**src/rtl/uart_pkg.sv**
```systemverilog
// Shared definitions for the UART transmit path: byte width and the one-hot
// state encoding used by the UART blocks.
package uart_pkg;

  localparam int UART_DW = 8;

  typedef enum logic [1:0] {
    IDLE = 2'b01,
    SEND = 2'b10
  } tx_state_t;

endpackage

```
**src/rtl/uart_fifo_mem.sv**
```systemverilog
// Circular byte buffer with occupancy count, full/empty flags and a registered
// overflow pulse for writes dropped while full.
module uart_fifo_mem
  import uart_pkg::*;
#(
  parameter int DEPTH  = 16,
  parameter int ADDR_W = 4
) (
  input  logic               clk,
  input  logic               rst,
  input  logic               wr_en,
  input  logic [UART_DW-1:0] wr_data,
  input  logic               pop,
  output logic [UART_DW-1:0] rd_data,
  output logic               full,
  output logic               empty,
  output logic [ADDR_W:0]    count,
  output logic               overflow
);

  localparam logic [ADDR_W:0] FULL_COUNT = (ADDR_W + 1)'(DEPTH);

  logic [UART_DW-1:0] mem [DEPTH];
  logic [ADDR_W-1:0]  rd_ptr;
  logic [ADDR_W-1:0]  wr_ptr;
  logic               push;

  // full is judged on the registered count, so a pop in the same cycle
  // does not make room for a write.
  assign full    = (count == FULL_COUNT);
  assign empty   = (count == '0);
  assign push    = wr_en && !full;
  assign rd_data = mem[rd_ptr];

  always_ff @(posedge clk) begin
    if (push) begin
      mem[wr_ptr] <= wr_data;
    end
  end

  always_ff @(posedge clk) begin
    if (rst) begin
      rd_ptr   <= '0;
      wr_ptr   <= '0;
      count    <= '0;
      overflow <= 1'b0;
    end else begin
      overflow <= wr_en && full;
      if (push) begin
        wr_ptr <= wr_ptr + 1'b1;
      end
      if (pop) begin
        rd_ptr <= rd_ptr + 1'b1;
      end
      case ({push, pop})
        2'b10:   count <= count + 1'b1;
        2'b01:   count <= count - 1'b1;
        default: count <= count;
      endcase
    end
  end

endmodule

```
**src/rtl/uart_tx_fifo.sv**
```systemverilog
// Buffers host bytes and hands them one at a time to the UART transmitter,
// advancing only on a fresh rising edge of donetx.
module uart_tx_fifo
  import uart_pkg::*;
#(
  parameter int DEPTH  = 16,
  parameter int ADDR_W = 4
) (
  input  logic               clk,
  input  logic               rst,
  input  logic               wr_en,
  input  logic [UART_DW-1:0] wr_data,
  output logic               full,
  output logic               empty,
  output logic [ADDR_W:0]    count,
  output logic               overflow,
  output logic               busy,
  output logic               newd,
  output logic [UART_DW-1:0] dintx,
  input  logic               donetx
);

  tx_state_t          state;
  logic               donetx_q;
  logic               done_rise;
  logic               pop;
  logic [UART_DW-1:0] rd_data;

  // A donetx level left over from the previous frame is not a rise, so the
  // byte just presented is never completed early.
  assign done_rise = donetx && !donetx_q;
  assign pop       = (state == SEND) && done_rise;
  assign busy      = (state == SEND);

  uart_fifo_mem #(
    .DEPTH  (DEPTH),
    .ADDR_W (ADDR_W)
  ) u_mem (
    .clk      (clk),
    .rst      (rst),
    .wr_en    (wr_en),
    .wr_data  (wr_data),
    .pop      (pop),
    .rd_data  (rd_data),
    .full     (full),
    .empty    (empty),
    .count    (count),
    .overflow (overflow)
  );

  always_ff @(posedge clk) begin
    if (rst) begin
      state    <= IDLE;
      newd     <= 1'b0;
      dintx    <= '0;
      donetx_q <= 1'b0;
    end else begin
      donetx_q <= donetx;
      case (state)
        IDLE: begin
          if (!empty) begin
            dintx <= rd_data;
            newd  <= 1'b1;
            state <= SEND;
          end else begin
            newd <= 1'b0;
          end
        end
        SEND: begin
          if (done_rise) begin
            newd  <= 1'b0;
            state <= IDLE;
          end else begin
            newd <= 1'b1;
          end
        end
        default: begin
          newd  <= 1'b0;
          state <= IDLE;
        end
      endcase
    end
  end

endmodule

```
**config.mk**
```make
export PLATFORM = sky130hd
export DESIGN_NAME = uart_tx_fifo
export DESIGN_NICKNAME = d
export VERILOG_FILES = /design/src/rtl/uart_pkg.sv /design/src/rtl/uart_fifo_mem.sv /design/src/rtl/uart_tx_fifo.sv
export SDC_FILE = /design/constraint.sdc
export NUM_CORES = 1
export LEC_CHECK = 0
export CAP_MARGIN = 10
export CORE_ASPECT_RATIO = 2
export CORE_MARGIN = 2
export CORE_UTILIZATION = 26
export DETAILED_ROUTE_END_ITERATION = 6
export SYNTH_ARGS = -nofsm -noshare
export SYNTH_HDL_FRONTEND = slang
export SYNTH_SLANG_ARGS = --single-unit
```
**constraint.sdc**
```tcl
create_clock -name clk -period 6.9 [get_ports clk]
set_clock_uncertainty 0.05 [all_clocks]
set_input_delay 1.725 -clock clk [delete_from_list [all_inputs] [get_ports clk]]
set_output_delay 1.725 -clock clk [all_outputs]
set_load 0.005 [all_outputs]
```
==> Implementation_results.wiki <==
{| class="wikitable"
! Metric !! Value
|-
| Area of the core || 23,800 sq um
|-
| Area enclosed by the die boundary || 25,500 sq um
|-
| Detailed-placement wirelength estimate || 9.58 mm
|-
| Leading cell type in the layout, fill and taps excluded || edfxtp_1
|-
| Chip width || 114 um
|-
| Req. time, crit path || 7.18 ns
|-
| Routed length per placed instance || 18.8 um
|-
| Final total negative setup slack || 0 ns
|-
| Largest net degree at the start of global routing || 51
|-
| Number of stages on the worst hold path || 2
|-
| Antenna violations before repair || 0
|-
| Pwr Density || 282 nW/um^2
|-
| Primary FF master, synth || edfxtp_1
|-
| Run status || completed
|-
| Row count || 80
|-
| Top fanout value on the critical path || 9
|-
| Count of cell types in the netlist || 47
|-
| Max IR drop VDD || 135 uV
|-
| Count of yosys warnings during synthesis || 0
|-
| Number of vias after detailed routing || 3,444
|-
| Crit Path Class || input pin to flip-flop
|-
| DRC violation total after the first TritonRoute iteration || 214
|-
| Crit path arrival time || 4.21 ns
|-
| Start point of the worst min-delay path || dintx[1]
|-
| Clock tree sinks || 154
|-
| Number of setup violations in the final report || 0
|-
| Setup crit start kind || input pin
|-
| Number of setup buffers added after CTS || 0
|-
| Final wirelength || 13.6 mm
|-
| Post-synth ARST share || 0%
|-
| Total power || 2.07 mW
|-
| Placed Area || 6820 sq um
|-
| Routability cong. || 0.799
|-
| Startpoint of the most critical register-to-register path || u_mem.count[1]
|-
| Share of synthesized area occupied by flip-flops and latches || 69.6%
|-
| Number of nets in the synthesized netlist || 418
|-
| Most used cells in the layout excluding fill and tap cells || edfxtp_1, nor2_1, mux2i_1, clkdlybuf4s50_1, dfxtp_1
|-
| Detailed Routing Iterations Pass 1 || 4
|-
| Cell area after synthesis || 6270 sq um
|-
| Maximum number of buffers from clock root to sink || 2
|-
| Relative slew slack || 26.6%
|-
| CTS Root Cell || clkbuf_16
|-
| Layout cells sized above 1 || 13.2%
|-
| I/O pins || 30
|-
| End of the worst register-to-register path || u_mem.count[4]
|-
| Vias per Instance || 4.75
|-
| Cell area after layout || 7330 sq um
|-
| Mean Syn Cell Area || 15.9 sq um
|-
| Reg-to-reg setup timing slack || 3.99 ns
|-
| Hold_buf cts || 0
|-
| Classification of the worst-slack hold path || flip-flop to flip-flop
|-
| TritonCTS clock tree || built
|-
| Post-layout nets || 448
|-
| Vias in the first global route || 3,485
|-
| Synth-to-layout area growth || 16.9%
|-
| Drc violations || 0
|-
| Leakage || 2.27 nW
|-
| Number of diodes || 0
|-
| Residual antenna-violating net count after detailed routing || 0
|-
| Post-route minimum period || 3.93 ns
|-
| Global-route wire length before repair || 20.4 mm
|-
| Clock input transition at the sequential cells of the worst setup and hold paths || 0.06 ns
|-
| RSZ-0062 raised after global routing || no
|-
| Die height || 224 um
|-
| Total GRT Usage || 11.2%
|-
| Total overflow reported by the global router || 0
|-
| Hold violation total from the final report || 0
|-
| Initial standard-cell utilization of the core || 26.3%
|-
| Yosys reg bits || 154
|-
| Final core utilization || 30.8%
|-
| # port buffers || 29
|-
| Pins Over Slew Limit || 0
|-
| Maxcap violations || 0
|-
| Post-synth EDFFs || 128
|-
| Capture endpoint of the worst hold path || dintx[1]
|-
| Total CTS buffers || 17
|-
| Gate Count Post-Synth || 395
|-
| Reg2Reg Depth || 9
|-
| Level count of the clock H-tree || 4
|-
| Latest clock arrival within the worst-skew pair || 0.42 ns
|-
| Post-cts sizing count || 0
|-
| Type of element capturing the critical path || flip-flop
|-
| Achievable frequency || 254 MHz
|-
| Worst Max-Slew Pin Slew || 1.10 ns
|-
| Portion of the clock cycle consumed by the worst path in the final layout || 57.0%
|}
-- through the flow --
| step | setup WS, ns | hold WS [ns] | cells |
|---|---|---|---|
| floorplan | 3.24 | 0.416 | 395 |
| global placement | 2.60 | 0.434 | 693 |
| detailed placement | 2.54 | 0.444 | 693 |
| CTS | 2.97 | 0.452 | 725 |
| global route | 2.66 | 0.465 | 725 |
| finish | 2.97 | 0.451 | 725 |
-- metal layers --
layer	track usage (%)	share of wire, %	vias up
met4	6.22	3.0	0
met2	22.0	60	84
met3	2.33	2.8	21
li1	-	-	1585
met1	10.2	35	1754
met5	0	0	-
-- registers in the layout, summed over array words and instances, names as in the netlist --
register	count
dintx	8
donetx_q	1
newd	1
state	2
u_mem.count	5
u_mem.mem	128
u_mem.overflow	1
u_mem.rd_ptr	4
u_mem.wr_ptr	4
-- logic make-up (layout without fill, tap and decap cells) --
family,count (synthesis),after routing,synth area share [%]
xor+xnor,9,9,1.26
flops,154,154,69.6
fa+ha+maj,11,11,2.19
compound gates,55,55,6.34
simple gates,80,80,6.30
mux,51,51,11.3
buf+inv,35,78,2.99
-- worst max path at each step --
| stage | startpoint | endpoint | slack [ns] | cells past startpoint |
|---|---|---|---|---|
| finish | wr_en | u_mem.count[2] | 2.97 | 11 |
| global placement | wr_en | u_mem.count[4] | 2.60 | 11 |
| CTS | wr_en | u_mem.count[2] | 2.97 | 11 |
| floorplan | wr_en | u_mem.count[4] | 3.24 | 10 |
| detailed placement | wr_en | u_mem.count[2] | 2.54 | 11 |
| global route | wr_en | u_mem.count[4] | 2.66 | 11 |
-- synth_stat cells (3+ instances only) --
cell	instances	share of area (%)
a22oi_1	8	0.96
xor2_1	5	0.70
mux2i_1	35	5.6
buf_6	5	0.90
mux4_2	16	5.7
ha_1	11	2.2
a311oi_1	8	1.1
buf_1	3	0.18
xnor2_1	4	0.56
a21oi_1	8	0.64
edfxtp_1	128	61
o21ai_0	3	0.24
clkbuf_1	5	0.30
inv_1	11	0.66
buf_2	8	0.64
nor3_1	8	0.64
nand2_1	10	0.60
nand3_1	3	0.24
nor2_1	41	2.5
o22ai_1	15	1.5
nand2b_1	4	0.40
dfxtp_1	26	8.3
-- area by class of cell --
cell class / count / area, sq um
Fill cell: 2353 / 16500
Sequential cell: 154 / 4370
Multi-Input combinational cell: 206 / 1720
Clock buffer: 21 / 440
Tap cell: 287 / 359
Timing Repair Buffer: 35 / 335
Clock inverter: 11 / 72.6
Inverter: 11 / 41.3
-- power by group --
part | internal [mW] | switching [mW]
combinational | 0.0923 | 0.0965
clock | 0.457 | 0.355
sequential | 1.04 | 0.0225
-- worst max-delay path, cell delays in order --
cell and delay [ns]:
clkdlybuf4s50_1 0.46, inv_1 0.07, a21oi_1 0.40, inv_1 0.13, ha_1 0.31, xor2_1 0.18
ha_1 0.23, a21oi_1 0.16, xnor2_1 0.10, or3_1 0.30, a21oi_1 0.14
No activity file was read; power rests on OpenSTA's default activity.
